$ cat src/rtl/act_unpacker.sv
// act_unpacker: reads 32-bit buffer words holding four offset-128 uint8
// activations and streams them out as signed int8 bytes, one per valid/ready
// transfer. It also issues the word read addresses for a programmed byte count.
module act_unpacker #(
    parameter int ADDR_W = 12,
    parameter int CNT_W  = 16
) (
    input  logic              clk,
    input  logic              rst,
    input  logic              start,
    input  logic [ADDR_W-1:0] base_addr,
    input  logic [CNT_W-1:0]  num_act,
    output logic              rd_en,
    output logic [ADDR_W-1:0] rd_addr,
    input  logic [31:0]       rd_data,
    output logic [7:0]        data_out,
    output logic              valid,
    input  logic              ready,
    output logic              busy,
    output logic              done
);

    typedef enum logic [2:0] {
        S_IDLE  = 3'd0,
        S_FETCH = 3'd1,
        S_WAIT  = 3'd2,
        S_EMIT  = 3'd3,
        S_DONE  = 3'd4
    } state_t;

    state_t state_reg;
    state_t state_next;

    logic [31:0]       word_q;
    logic [1:0]        idx;
    logic [CNT_W-1:0]  remain;
    logic [ADDR_W-1:0] addr_q;

    logic              transfer;
    logic              last_byte;
    logic [7:0]        word_bytes [4];

    // A byte leaves only while presenting it and the consumer accepts.
    assign transfer  = (state_reg == S_EMIT) && ready;
    // remain is at least 1 throughout EMIT, so this is the job's final byte.
    assign last_byte = (remain == CNT_W'(1));

    // Convert each stored byte from offset-128 to two's complement.
    genvar gi;
    generate
        for (gi = 0; gi < 4; gi++) begin : g_byte
            assign word_bytes[gi] = word_q[8*gi +: 8] ^ 8'h80;
        end
    endgenerate

    // State register.
    always_ff @(posedge clk or posedge rst) begin
        if (rst) begin
            state_reg <= S_IDLE;
        end else begin
            state_reg <= state_next;
        end
    end

    // Next-state logic; a transfer of the final byte ends the job even mid-word.
    always_comb begin
        state_next = state_reg;
        case (state_reg)
            S_IDLE: begin
                if (start) begin
                    state_next = (num_act != '0) ? S_FETCH : S_DONE;
                end
            end
            S_FETCH: state_next = S_WAIT;
            S_WAIT:  state_next = S_EMIT;
            S_EMIT: begin
                if (transfer) begin
                    if (last_byte) begin
                        state_next = S_DONE;
                    end else if (idx == 2'd3) begin
                        state_next = S_FETCH;
                    end
                end
            end
            S_DONE:  state_next = S_IDLE;
            default: state_next = S_IDLE;
        endcase
    end

    // Datapath: job parameters, word capture, byte index and remaining count.
    always_ff @(posedge clk or posedge rst) begin
        if (rst) begin
            word_q <= '0;
            idx    <= '0;
            remain <= '0;
            addr_q <= '0;
        end else begin
            case (state_reg)
                S_IDLE: begin
                    if (start) begin
                        remain <= num_act;
                        addr_q <= base_addr;
                    end
                end
                S_WAIT: begin
                    // Read data arrives one cycle after the FETCH request.
                    word_q <= rd_data;
                    idx    <= 2'd0;
                    addr_q <= addr_q + ADDR_W'(1);
                end
                S_EMIT: begin
                    if (transfer) begin
                        remain <= remain - CNT_W'(1);
                        idx    <= idx + 2'd1;
                    end
                end
                default: begin
                end
            endcase
        end
    end

    // The address is only meaningful while rd_en is high.
    assign rd_addr = addr_q;

    // Output decode from the state register only; nothing depends on ready.
    always_comb begin
        rd_en    = 1'b0;
        valid    = 1'b0;
        busy     = 1'b1;
        done     = 1'b0;
        data_out = 8'h00;
        case (state_reg)
            S_IDLE:  busy = 1'b0;
            S_FETCH: rd_en = 1'b1;
            S_EMIT: begin
                valid    = 1'b1;
                data_out = word_bytes[idx];
            end
            S_DONE:  done = 1'b1;
            default: begin
            end
        endcase
    end

endmodule
$ cat config.mk
export PLATFORM = sky130hd
export DESIGN_NAME = act_unpacker
export DESIGN_NICKNAME = d
export VERILOG_FILES = /design/src/rtl/act_unpacker.sv
export SDC_FILE = /design/constraint.sdc
export NUM_CORES = 1
export LEC_CHECK = 0
export CORE_MARGIN = 10
export CORE_UTILIZATION = 25
export CTS_CLUSTER_DIAMETER = 200
export DETAILED_ROUTE_END_ITERATION = 10
export PLACE_DENSITY = 0.54
export SLEW_MARGIN = 20
export SYNTH_ARGS = -nofsm -noshare
export SYNTH_HDL_FRONTEND = slang
export SYNTH_SLANG_ARGS = --single-unit
$ cat constraint.sdc
create_clock -name clk -period 1.7 [get_ports clk]
set_input_delay 0.17 -clock clk [delete_from_list [all_inputs] [get_ports clk]]
set_output_delay 0.17 -clock clk [all_outputs]
set_load 0.005 [all_outputs]
==> results of run 1 <==
==> layout make-up <==
cell class | count | area share [%]
clock buffer | 13 | 4.499
clock inverter | 3 | 0.7199
inverter | 9 | 0.8099
multi-input combinational | 291 | 33.97
sequential | 65 | 29.36
tap | 180 | 4.049
timing repair buffer | 152 | 26.59
==> worst paths after layout <==
kind / slack (ns) / depth (start not counted) / from / endpoint
max: -0.16 / 5 / idx[0]$_DFFE_PP0P_ / data_out[1]
min: 0.29 / 3 / rst / word_q[6]$_DFFE_PP0N_
max reg2reg: 0.03 / 5 / state_reg[0]$_DFFE_PP0P_ / rd_addr[6]$_DFFE_PP0P_
min reg2reg: 0.47 / 2 / word_q[17]$_DFFE_PP0N_ / word_q[17]$_DFFE_PP0N_
max in group asynchronous: 1.10 / 3 / rst / remain[1]$_DFFE_PP0P_
min in group clk: 0.37 / 3 / rd_data[17] / word_q[17]$_DFFE_PP0N_
==> synthesized netlist by cell type (2+ instances only) <==
library cell and instances:
sky130_fd_sc_hd__buf_4 3, sky130_fd_sc_hd__ha_1 4, sky130_fd_sc_hd__buf_2 8, sky130_fd_sc_hd__o311ai_0 2, sky130_fd_sc_hd__o22ai_1 7, sky130_fd_sc_hd__nor3b_2 2
sky130_fd_sc_hd__a311oi_1 4, sky130_fd_sc_hd__nor4_1 6, sky130_fd_sc_hd__nand2_1 118, sky130_fd_sc_hd__and2_1 11, sky130_fd_sc_hd__nand3_1 11, sky130_fd_sc_hd__nand4_1 10
sky130_fd_sc_hd__a211oi_1 2, sky130_fd_sc_hd__a21oi_1 15, sky130_fd_sc_hd__o211ai_1 3, sky130_fd_sc_hd__nor3_1 3, sky130_fd_sc_hd__buf_6 4, sky130_fd_sc_hd__dfrtp_1 65
sky130_fd_sc_hd__mux4_2 8, sky130_fd_sc_hd__a31oi_1 4, sky130_fd_sc_hd__inv_1 8, sky130_fd_sc_hd__clkbuf_1 7, sky130_fd_sc_hd__o21ai_0 17, sky130_fd_sc_hd__a221o_1 2
sky130_fd_sc_hd__buf_1 3, sky130_fd_sc_hd__nor3_2 2, sky130_fd_sc_hd__a2bb2oi_1 8, sky130_fd_sc_hd__and3_1 2, sky130_fd_sc_hd__nor2_1 24, sky130_fd_sc_hd__o21a_1 2
==> metrics by stage <==
step / power, mW / setup TNS [ns]
global route: 10.03 / -1.745
global placement: 6.731 / -1.629
CTS: 8.917 / -1.328
detailed placement: 6.822 / -2.086
floorplan: 4.967 / 0
finish: 9.288 / -1.173
==> cells by family (layout without fill, tap and decap cells) <==
logic type               Yosys count  count (layout)  synth area share, %
AO/OA/AOI/OAI                     79              79                15.51
flip-flops                        65              65                45.84
AND/OR/NAND/NOR                  200             200                27.12
multiplexers                       8               8                5.077
buffers and inverters             34             177                5.042
adder cells (fa/ha/maj)            4               4                1.410
==> worst max-delay path: stages, from the launching register on <==
cell and delay (ns):
sky130_fd_sc_hd__dfrtp_2 0.39, sky130_fd_sc_hd__buf_6 0.11, sky130_fd_sc_hd__buf_6 0.11, sky130_fd_sc_hd__mux4_2 0.49
sky130_fd_sc_hd__and2_4 0.15, sky130_fd_sc_hd__buf_6 0.11
==> power by group through the flow <==
stage          logic, mW  registers, mW  clock network [mW]
3_3_place_gp        3.90           2.83                   0
2_1_floorplan       2.24           2.73                   0
4_1_cts             4.17           2.83                1.92
5_1_grt             5.07           2.98                1.98
6_report            4.57           2.87                1.85
3_5_place_dp        3.96           2.86                   0
==> repair_timing <==
item                                    4_1_cts  5_1_grt
resized for setup                            59       46
buffers inserted                              9        6
pin swaps                                     9        7
cloned                                        0        2
endpoints found under the setup margin       47       28
==> layer usage <==
layer / share of wire (%) / global-route usage [%] / vias to the layer above
met2: 47 / 18.69 / 89
met3: 5.0 / 3.767 / 11
met4: 1.1 / 3.240 / 0
li1: - / - / 1664
met5: 0 / 0 / -
met1: 47 / 14.20 / 1614
==> metrics.md, run 1 <==
| Metric | Value |
|---|---|
| Final count of hold timing violations | 0 |
| CTS Buf Count | 9 |
| Flop pwr share | 30.9% |
| Maxcap violations | 0 |
| HPWL after detailed placement | 8013 um |
| Register bank with the most flops | word_q |
| Global-route congestion overflow total | 0 |
| Post-synth net total | 458 |
| Io pins | 88 |
| Flip-flop count of the largest register, all copies and words added | 32 |
| Area of the multi-input gates | 0.001889 mm^2 |
| Pre-CTS setup slack | -0.2171 ns |
| Via count normalized by instance count | 4.738 |
| Post-Synthesis Cell Area | 0.003548 mm^2 |
| Cell variety after synth | 55 |
| Class of the worst hold path | input port to async pin |
| Crit path time final | 1.859 ns |
| Routed wire length per instance | 15.86 um |
| Total area of sequential cells | 0.001633 mm^2 |
| Crit start category | flop |
| Number of global-route vias before repair | 3,640 |
| Relative area change from synthesis to final layout | 56.73% |
| Placer Congestion | 0.8265 |
| Initial Utilization | 25.56% |
| Vias | 3,378 |
| Number of optimization iterations in the first detailed-route pass | 4 |
| Fraction of power spent switching nets | 35.61% |
| Post-synthesis register bit count | 65 |
| Internal power of the cells | 5.980 mW |
| PD cells | 1670 mW/mm^2 |
| Critical path data required time | 1.53 ns |
| Most used DFF post-synth | sky130_fd_sc_hd__dfrtp_1 |
| Data arrival time of the worst path | 1.69 ns |
| Gate power share | 49.2% |
| Clock tree skew after final layout | 0.006552 ns |
| VDD IR-drop max | 1.141 mV |
| Number of clock sinks | 65 |
| Total global-route track usage | 11.50% |
| Hold bufs inserted after CTS | 0 |
| Crit-path max FO | 3 |
| Syn Area/Cell | 9.098 um^2 |
| Ys Warns | 0 |
| Net total in the final layout | 596 |
| Number of enable-type register cells in the synthesized netlist | 0 |
| Worst relative slew slack | 73.54% |
| Die span in y | 139.1 um |
| Violations in the final reports | setup timing |
| Max-slew violation count | 0 |
| Library cell occupying the most area in the post-synthesis netlist | sky130_fd_sc_hd__dfrtp_1 |
| Switch Pwr | 3.308 mW |
| Post-route design area | 0.005562 mm^2 |
| Clock network fraction of design power | 20.0% |
| Run status | finished, violations left |
| Utilization after layout | 40.07% |
| Number of violations reported at the end of detailed-routing iteration 0 | 226 |
| Setup repair after global routing missed its margin | true |
| Final worst slack | -0.1590 ns |
| Level count of the clock H-tree | 3 |
| Total Wirelength | 11,310 um |
| Clk pin slew, worst setup/hold paths | 0.05 ns |
| Final setup fails | 8 |
| Floorplan row count | 43 |
| Root buffer cell | sky130_fd_sc_hd__clkbuf_16 |
| Leading cell types by total area after synthesis | sky130_fd_sc_hd__dfrtp_1, sky130_fd_sc_hd__nand2_1, sky130_fd_sc_hd__mux4_2, sky130_fd_sc_hd__nor2_1, sky130_fd_sc_hd__o21ai_0 |
| Count of inserted antenna diode cells | 0 |
| Fraction of layout instances using a drive strength above 1 | 26.83% |
| Sequential element share of the synthesized area | 45.84% |
| Maximum buffer depth of the clock tree | 2 |
| Count of fill cells added during filler insertion | 1,374 |
| Largest net degree at the start of global routing | 66 |
| Top cell type's share of synthesized area | 45.84% |
| Kind of critical path | flop to output port |
| Most used cells in the layout excluding fill and tap cells | sky130_fd_sc_hd__nand2_1, sky130_fd_sc_hd__clkdlybuf4s50_1, sky130_fd_sc_hd__dfrtp_1 |
| X dimension of the die | 139.1 um |
| Period utilisation layout | 109.4% |
| Final hold slack | 0.2936 ns |
| Type of destination of the critical path | output port |
| Worst-skew pair later-pin latency | 0.33 ns |
| Global-route wire length before repair | 18,420 um |
| Pin slew with the least headroom to its limit | 0.3933 ns |
| Number of non-filler instances in the completed layout | 713 |
| Buffers added on ports | 87 |
| Placed inst area | 0.004927 mm^2 |
| Post-synth ARST share | 100.0% |
| Number of design rule violations left after detail routing | 0 |
| Static leakage power | 2.416 nW |
| Area of the core region | 0.01388 mm^2 |
| CTS tree | done |
| Die ar. | 0.01936 mm^2 |
| Cells after DPL | 681 |
| Timing-limited maximum frequency | 537.9 MHz |
| Initial antenna violation count | 0 |
| Remaining number of nets flagged by the antenna check after routing | 0 |
| Cell count after synthesis | 390 |
| Most frequent standard cell in the layout excluding fill and tap cells | sky130_fd_sc_hd__nand2_1 |
Power figures use the tool's default switching activity.
==> run 2, diff against run 1 <==
--- a/config.mk
+++ b/config.mk
@@ -5,6 +5,7 @@
 export SDC_FILE = /design/constraint.sdc
 export NUM_CORES = 1
 export LEC_CHECK = 0
+export CORE_ASPECT_RATIO = 0.9
 export CORE_MARGIN = 10
 export CORE_UTILIZATION = 25
 export CTS_CLUSTER_DIAMETER = 200
==> run 2 against run 1 <==
  * The flow still finishes with violations (setup timing)
  * Worst hold slack got worse by 0.0078 ns
  * Global-route usage barely moved
  * Die area is essentially flat
  * Total power is 2.2% lower
  * Clock skew up 0.0015 ns
  * Largest cell class unchanged
  * Highest routed layer unchanged
==> metrics.md, run 2 (synthesis results as in run 1) <==
| Metric | Value |
|---|---|
| Run status | finished, violations left |
| Violations in the final reports | setup timing |
| Count of fill cells added during filler insertion | 1,415 (+3.0%) |
| Global-route wire length before repair | 18,300 um (-0.68%) |
| Fraction of power spent switching nets | 36.17% (+0.56 points) |
| Vias | 3,355 (-0.68%) |
| Level count of the clock H-tree | 3 (unchanged) |
| Kind of critical path | flop to output port |
| Critical-path cell with the highest stage delay | sky130_fd_sc_hd__mux4_2 |
| Crit-path cells | buf_8 -> mux4_2 -> and2_1 -> buf_2 |
| Floorplan row count | 41 (-4.7%) |
| Crit-path max FO | 6 (+3) |
| Static leakage power | 2.396 nW (-0.81%) |
| X dimension of the die | 145.6 um (+4.6%) |
| Net total in the final layout | 587 (-1.5%) |
| Max-slew violation count | 0 (unchanged) |
| Worst setup path startpoint | idx[0]$_DFFE_PP0P_ |
| Data arrival time of the worst path | 1.62 ns (-0.07 ns) |
| Io pins | 88 (unchanged) |
| Flip-flop count of the largest register, all copies and words added | 32 (unchanged) |
| Type of destination of the critical path | output port |
| Setup repair after global routing missed its margin | true |
| HPWL after detailed placement | 7871 um (-1.8%) |
| Relative area change from synthesis to final layout | 55.43% |
| Number of violations reported at the end of detailed-routing iteration 0 | 224 (-0.88%) |
| CTS tree | done |
| Cells after DPL | 681 (unchanged) |
| Most frequent standard cell in the layout excluding fill and tap cells | sky130_fd_sc_hd__nand2_1 |
| Number of clock sinks | 65 (unchanged) |
| Final worst slack | -0.09104 ns (+0.06794 ns) |
| Placer Congestion | 0.8105 (-1.9%) |
| Number of cells on the critical path | 4 (-1) |
| Placed inst area | 0.004858 mm^2 (-1.4%) |
| Most used cells in the layout excluding fill and tap cells | sky130_fd_sc_hd__nand2_1, sky130_fd_sc_hd__clkdlybuf4s50_1, sky130_fd_sc_hd__dfrtp_1 |
| Maximum buffer depth of the clock tree | 2 (unchanged) |
| Die ar. | 0.01937 mm^2 (about the same) |
| Routed wire length per instance | 16.19 um (+2.1%) |
| Worst-skew pair later-pin latency | 0.33 ns (about the same) |
| Number of non-filler instances in the completed layout | 717 (+0.56%) |
| Total area of sequential cells | 0.001634 mm^2 (about the same) |
| Remaining number of nets flagged by the antenna check after routing | 0 (unchanged) |
| Global-route congestion overflow total | 0 (unchanged) |
| Area of the core region | 0.01395 mm^2 (+0.52%) |
| Pre-CTS setup slack | -0.1983 ns (+0.01881 ns) |
| Switch Pwr | 3.284 mW (-0.71%) |
| CTS Buf Count | 9 (unchanged) |
| Count of inserted antenna diode cells | 0 (unchanged) |
| Class of the worst hold path | input port to async pin |
| VDD IR-drop max | 0.5841 mV (-49%) |
| Maxcap violations | 0 (unchanged) |
| Timing-limited maximum frequency | 558.3 MHz (+3.8%) |
| Gate power share | 47.9% (-1.3 points) |
| Cell family with the largest share of critical-path delay | multiplexers |
| Post-route design area | 0.005515 mm^2 (-0.83%) |
| Period utilisation layout | 105.4% (-4.0 points) |
| Clock network fraction of design power | 20.0% (about the same) |
| Total Wirelength | 11,610 um (+2.7%) |
| Clk pin slew, worst setup/hold paths | 0.06 ns (about the same) |
| Die span in y | 133.0 um (-4.4%) |
| Highest cell delay on the worst timing path | 0.49 ns (about the same) |
| Internal power of the cells | 5.795 mW (-3.1%) |
| Total buffers and inverters traversed by the critical path | 2 (-1) |
| Capture instance of the worst register-to-register path | remain[13]$_DFFE_PP0P_ |
| Number of global-route vias before repair | 3,564 (-2.1%) |
| Setup crit end | data_out[1] |
| Total global-route track usage | 11.55% (+0.044 points) |
| Pin slew with the least headroom to its limit | 0.4045 ns (+0.01125 ns) |
| Setup slack on the worst flop-to-flop path | -0.04 ns (-0.07 ns) |
| Worst relative slew slack | 72.78% (-0.76 points) |
| Number of optimization iterations in the first detailed-route pass | 4 (unchanged) |
| Buffers added on ports | 87 (unchanged) |
| Area of the multi-input gates | 0.001869 mm^2 (-1.1%) |
| Initial Utilization | 25.43% (-0.13 points) |
| Crit path time final | 1.791 ns (-0.06794 ns) |
| Critical path data required time | 1.53 ns (about the same) |
| Flop pwr share | 32.0% (+1.1 points) |
| Origin of the critical flop-to-flop path | state_reg[0]$_DFFE_PP0P_ |
| Number of design rule violations left after detail routing | 0 (unchanged) |
| Final count of hold timing violations | 0 (unchanged) |
| Clock tree skew after final layout | 0.008044 ns (+0.001492 ns) |
| Fraction of layout instances using a drive strength above 1 | 25.38% (-1.4 points) |
| Cell count of the worst reg-to-reg path | 9 (+4) |
| Initial antenna violation count | 0 (unchanged) |
| Crit start category | flop |
| Overall power consumption | 9.080 mW (-2.2%) |
| Root buffer cell | sky130_fd_sc_hd__clkbuf_16 |
| PD cells | 1646 mW/mm^2 (-1.4%) |
| Largest net degree at the start of global routing | 66 (unchanged) |
| Via count normalized by instance count | 4.679 (-1.2%) |
| Final setup fails | 10 (+2) |
| Register bank with the most flops | word_q |
run 2: cell types whose count changed in the layout (fill, tap and decap cells not counted), sizes merged:
cell / previous run / this run
buf: 72 / 61
clkbuf: 15 / 17
bufinv: 1 / 0
dlymetal6s2s: 0 / 1
run 2: layer usage:
metal / global-route usage, % / part of all wire, % / vias up
met1: 14.16 / 47 / 1628
li1: - / - / 1642
met5: 0 / 0 / -
met3: 4.090 / 5.4 / 12
met4: 3.311 / 1.1 / 0
met2: 18.73 / 47 / 73
run 2: power by group through the flow:
stage / Combinational (mW) / Clock, mW / Sequential (mW)
6_report: 4.35 / 1.82 / 2.91
5_1_grt: 4.82 / 1.93 / 3.01
4_1_cts: 3.96 / 1.87 / 2.87
3_5_place_dp: 3.87 / 0 / 2.90
3_3_place_gp: 3.82 / 0 / 2.87
2_1_floorplan: 2.24 / 0 / 2.73
run 2: how the worst min path moves through the flow:
| stage | start | slack, ns | to |
|---|---|---|---|
| after floorplan | rd_data[0] | 0.28 | word_q[0]$_DFFE_PP0N_ |
| after global placement | word_q[12]$_DFFE_PP0N_ | 0.45 | word_q[12]$_DFFE_PP0N_ |
| after detailed placement | word_q[0]$_DFFE_PP0N_ | 0.46 | word_q[0]$_DFFE_PP0N_ |
| after CTS | rst | 0.30 | rd_addr[0]$_DFFE_PP0P_ |
| after global routing | rst | 0.33 | rd_addr[5]$_DFFE_PP0P_ |
| final | rst | 0.29 | word_q[5]$_DFFE_PP0N_ |
run 2: per-stage QoR:
stage | utilization, % | hold slack, ns | setup TNS (ns)
global route | 39.53 | 0.3277 | -1.612
detailed placement | 34.82 | 0.4578 | -2.902
global placement | 34.82 | 0.4530 | -1.795
CTS | 37.46 | 0.2951 | -0.8999
finish | 39.53 | 0.2858 | -0.6324
floorplan | - | 0.2754 | 0
run 2: layout make-up:
cell class              count  share of cell area (%)
multi-input cells         291                   33.89
clock inverters             2                  0.1815
well taps                 193                   4.378
repair buffers            143                   25.95
clock buffers              14                   5.150
flip-flops and latches     65                   29.63
inverters                   9                  0.8167
run 2: repair_timing:
item / CTS / global route
endpoints found under the setup margin: 46 / 59
cloned: 0 / 3
setup buffers: 8 / 11
gates resized for setup: 56 / 40
pin swaps: 7 / 12
hold buffers: 0 / 0
run 2: worst min-delay path, delay by kind of cell:
family / cells / cell delay, ns
buffers and inverters: 3 / 0.85
==> run 3, diff against run 2 <==
--- a/config.mk
+++ b/config.mk
@@ -7,10 +7,11 @@
 export LEC_CHECK = 0
 export CORE_ASPECT_RATIO = 0.9
 export CORE_MARGIN = 10
-export CORE_UTILIZATION = 25
+export CORE_UTILIZATION = 45
 export CTS_CLUSTER_DIAMETER = 200
 export DETAILED_ROUTE_END_ITERATION = 10
-export PLACE_DENSITY = 0.54
+export GPL_ROUTABILITY_DRIVEN = 0
+export PLACE_DENSITY = 0.83
 export SLEW_MARGIN = 20
 export SYNTH_ARGS = -nofsm -noshare
 export SYNTH_HDL_FRONTEND = slang
==> run 3 against run 2 <==
  * The flow still finishes with violations (setup timing)
  * Clock power shrank 16%
  * Routed wire length down 5.0%
  * Worst setup slack got worse by 0.13 ns
  * Largest cell class unchanged
  * Highest routed layer unchanged
==> metrics.md, run 3 (synthesis results as in run 1) <==
| Metric | Value |
|---|---|
| Net total in the final layout | 583 (-0.68%) |
| Most congested layer reported by global routing | met2 |
| Final worst slack | -0.2211 ns (-0.1300 ns) |
| Number of clock sinks | 65 (unchanged) |
| Setup repair after global routing missed its margin | true |
| Flip-flop count of the largest register, all copies and words added | 32 (unchanged) |
| Root buffer cell | sky130_fd_sc_hd__clkbuf_8 |
| Final setup TNS | -1.585 ns (-0.9525 ns) |
| Relative area change from synthesis to final layout | 49.12% |
| Initial Utilization | 46.57% (+21 points) |
| Timing-limited maximum frequency | 520.5 MHz (-6.8%) |
| Via count normalized by instance count | 5.730 (+22%) |
| Period utilisation layout | 113.0% (+7.6 points) |
| Pin slew with the least headroom to its limit | 0.3586 ns (-0.04595 ns) |
| Most frequent standard cell in the layout excluding fill and tap cells | sky130_fd_sc_hd__nand2_1 |
| Class of the worst hold path | input port to async pin |
| Met3 usage in global routing | 7.209% (+3.1 points) |
| Origin of the critical flop-to-flop path | state_reg[0]$_DFFE_PP0P_ |
| Crit start category | flop |
| Io pins | 88 (unchanged) |
| Critical path data required time | 1.53 ns (about the same) |
| Initial antenna violation count | 0 (unchanged) |
| Global routing met1 resource utilization | 20.70% (+6.5 points) |
| Area of the core region | 0.007620 mm^2 (-45%) |
| CTS tree | done |
| Register bank with the most flops | word_q |
| Met2 Track Usage GR | 27.83% (+9.1 points) |
| Number of global-route vias before repair | 3,580 (+0.45%) |
| PD cells | 1685 mW/mm^2 (+2.4%) |
| Most used cells in the layout excluding fill and tap cells | sky130_fd_sc_hd__nand2_1, sky130_fd_sc_hd__clkdlybuf4s50_1, sky130_fd_sc_hd__dfrtp_1 |
| Crit path time final | 1.921 ns (+0.1300 ns) |
| Pre-CTS setup slack | -0.1322 ns (+0.06612 ns) |
| Setup slack on the worst flop-to-flop path | -0.06 ns (-0.02 ns) |
| Violations in the final reports | setup timing |
| Final setup fails | 11 (+1) |
| Type of destination of the critical path | output port |
| Crit-path max FO | 4 (-2) |
| Number of violations reported at the end of detailed-routing iteration 0 | 214 (-4.5%) |
| Final count of hold timing violations | 0 (unchanged) |
| Maximum buffer depth of the clock tree | 2 (unchanged) |
| Data arrival time of the worst path | 1.75 ns (+0.13 ns) |
| Total global-route track usage | 17.38% (+5.8 points) |
| Placed inst area | 0.004674 mm^2 (-3.8%) |
| Worst relative slew slack | 75.87% (+3.1 points) |
| Number of design rule violations left after detail routing | 0 (unchanged) |
| Remaining number of nets flagged by the antenna check after routing | 0 (unchanged) |
| Die span in y | 104.2 um (-22%) |
| Global-route congestion overflow total | 0 (unchanged) |
| Worst-skew pair later-pin latency | 0.35 ns (+0.02 ns) |
| Buffers added on ports | 87 (unchanged) |
| Utilization after layout | 69.44% (+30 points) |
| Cell count of the worst reg-to-reg path | 5 (-4) |
| Maxcap violations | 0 (unchanged) |
| Floorplan row count | 30 (-27%) |
| Clk pin slew, worst setup/hold paths | 0.07 ns (about the same) |
| Fraction of layout instances using a drive strength above 1 | 24.66% (-0.72 points) |
| Capture instance of the worst register-to-register path | rd_addr[6]$_DFFE_PP0P_ |
| Routed wire length per instance | 17.93 um (+11%) |
| Global-route wire length before repair | 17,150 um (-6.3%) |
| Total Wirelength | 11,030 um (-5.0%) |
| Vias | 3,524 (+5.0%) |
| Clock tree skew after final layout | 0.01161 ns (+0.003569 ns) |
| Largest net degree at the start of global routing | 66 (unchanged) |
| HPWL after detailed placement | 7428 um (-5.6%) |
| X dimension of the die | 113.6 um (-22%) |
| Max-slew violation count | 0 (unchanged) |
| Post-route design area | 0.005291 mm^2 (-4.1%) |
| Number of optimization iterations in the first detailed-route pass | 5 (+1) |
| Run status | finished, violations left |
| VDD IR-drop max | 0.8758 mV (+50%) |
| Level count of the clock H-tree | 3 (unchanged) |
| Static leakage power | 2.324 nW (-3.0%) |
| CTS Buf Count | 9 (unchanged) |
| Die ar. | 0.01184 mm^2 (-39%) |
| Kind of critical path | flop to output port |
| Hold bufs inserted after CTS | 0 (unchanged) |
| Count of fill cells added during filler insertion | 577 (-59%) |
| Count of inserted antenna diode cells | 0 (unchanged) |
run 3: cell types whose count changed in the layout (fill, tap and decap cells not counted), sizes merged:
cell	delta
clkdlybuf4s15	+1
inv	-1
o21ai	+1
clkinv	-1
dlymetal6s2s	-1
clkbuf	-3
bufinv	+2
dlygate4sd2	+1
buf	-4
run 3: final cells by class:
type	instances	area, um^2	share of cell area [%]
well taps	96	120.1	2.270
multi-input cells	292	1904	35.99
clock inverters	2	60.06	1.135
clock buffers	13	168.9	3.192
inverters	9	50.05	0.9459
repair buffers	138	1356	25.63
flip-flops and latches	65	1632	30.83
run 3: critical path, cell delays in order, from the launching register on:
cell and delay (ns):
sky130_fd_sc_hd__dfrtp_1 0.40, sky130_fd_sc_hd__buf_12 0.12, sky130_fd_sc_hd__buf_12 0.10, sky130_fd_sc_hd__buf_6 0.09, sky130_fd_sc_hd__mux4_2 0.47, sky130_fd_sc_hd__nor2_1 0.09, sky130_fd_sc_hd__buf_2 0.14
run 3: stage by stage:
stage | total power, mW | hold WS (ns) | instances
final | 8.918 | 0.2714 | 615
after global routing | 9.537 | 0.2998 | 615
after CTS | 8.412 | 0.2868 | 605
after detailed placement | 6.637 | 0.4567 | 579
after global placement | 6.468 | 0.4532 | 579
after floorplan | 4.967 | 0.2754 | 390
run 3: routing by layer:
metal	part of all wire, %	routed length (um)
met1	41	4558
met2	48	5314
met3	8.3	913
met4	2.2	244
met5	0	0
run 3: how the worst max path moves through the flow:
stage	startpoint	to	slack, ns	depth (start not counted)
after global routing	idx[0]$_DFFE_PP0P_	data_out[7]	-0.29	6
final	idx[0]$_DFFE_PP0P_	data_out[7]	-0.22	6
after detailed placement	idx[0]$_DFFE_PP0P_	data_out[3]	-0.13	4
after floorplan	state_reg[0]$_DFFE_PP0P_	rd_addr[6]$_DFFE_PP0P_	0.1	5
after CTS	idx[0]$_DFFE_PP0P_	data_out[7]	-0.25	6
after global placement	idx[0]$_DFFE_PP0P_	data_out[7]	-0.10	4
run 3: timing repair:
item                                    in CTS  in global routing
resized for setup                           56                 42
endpoints found under the setup margin      16                 36
gates cloned                                 0                  3
pin swaps                                    7                 12
buffers inserted                            11                  7
endpoints found under the hold margin        0                  0
run 3: power breakdown:
group          leakage, nW  switching (mW)  total (mW)  internal (mW)
Clock                0.116           0.584        1.52          0.939
Combinational         1.43            2.01        4.47           2.46
Sequential           0.780           0.659        2.92           2.26
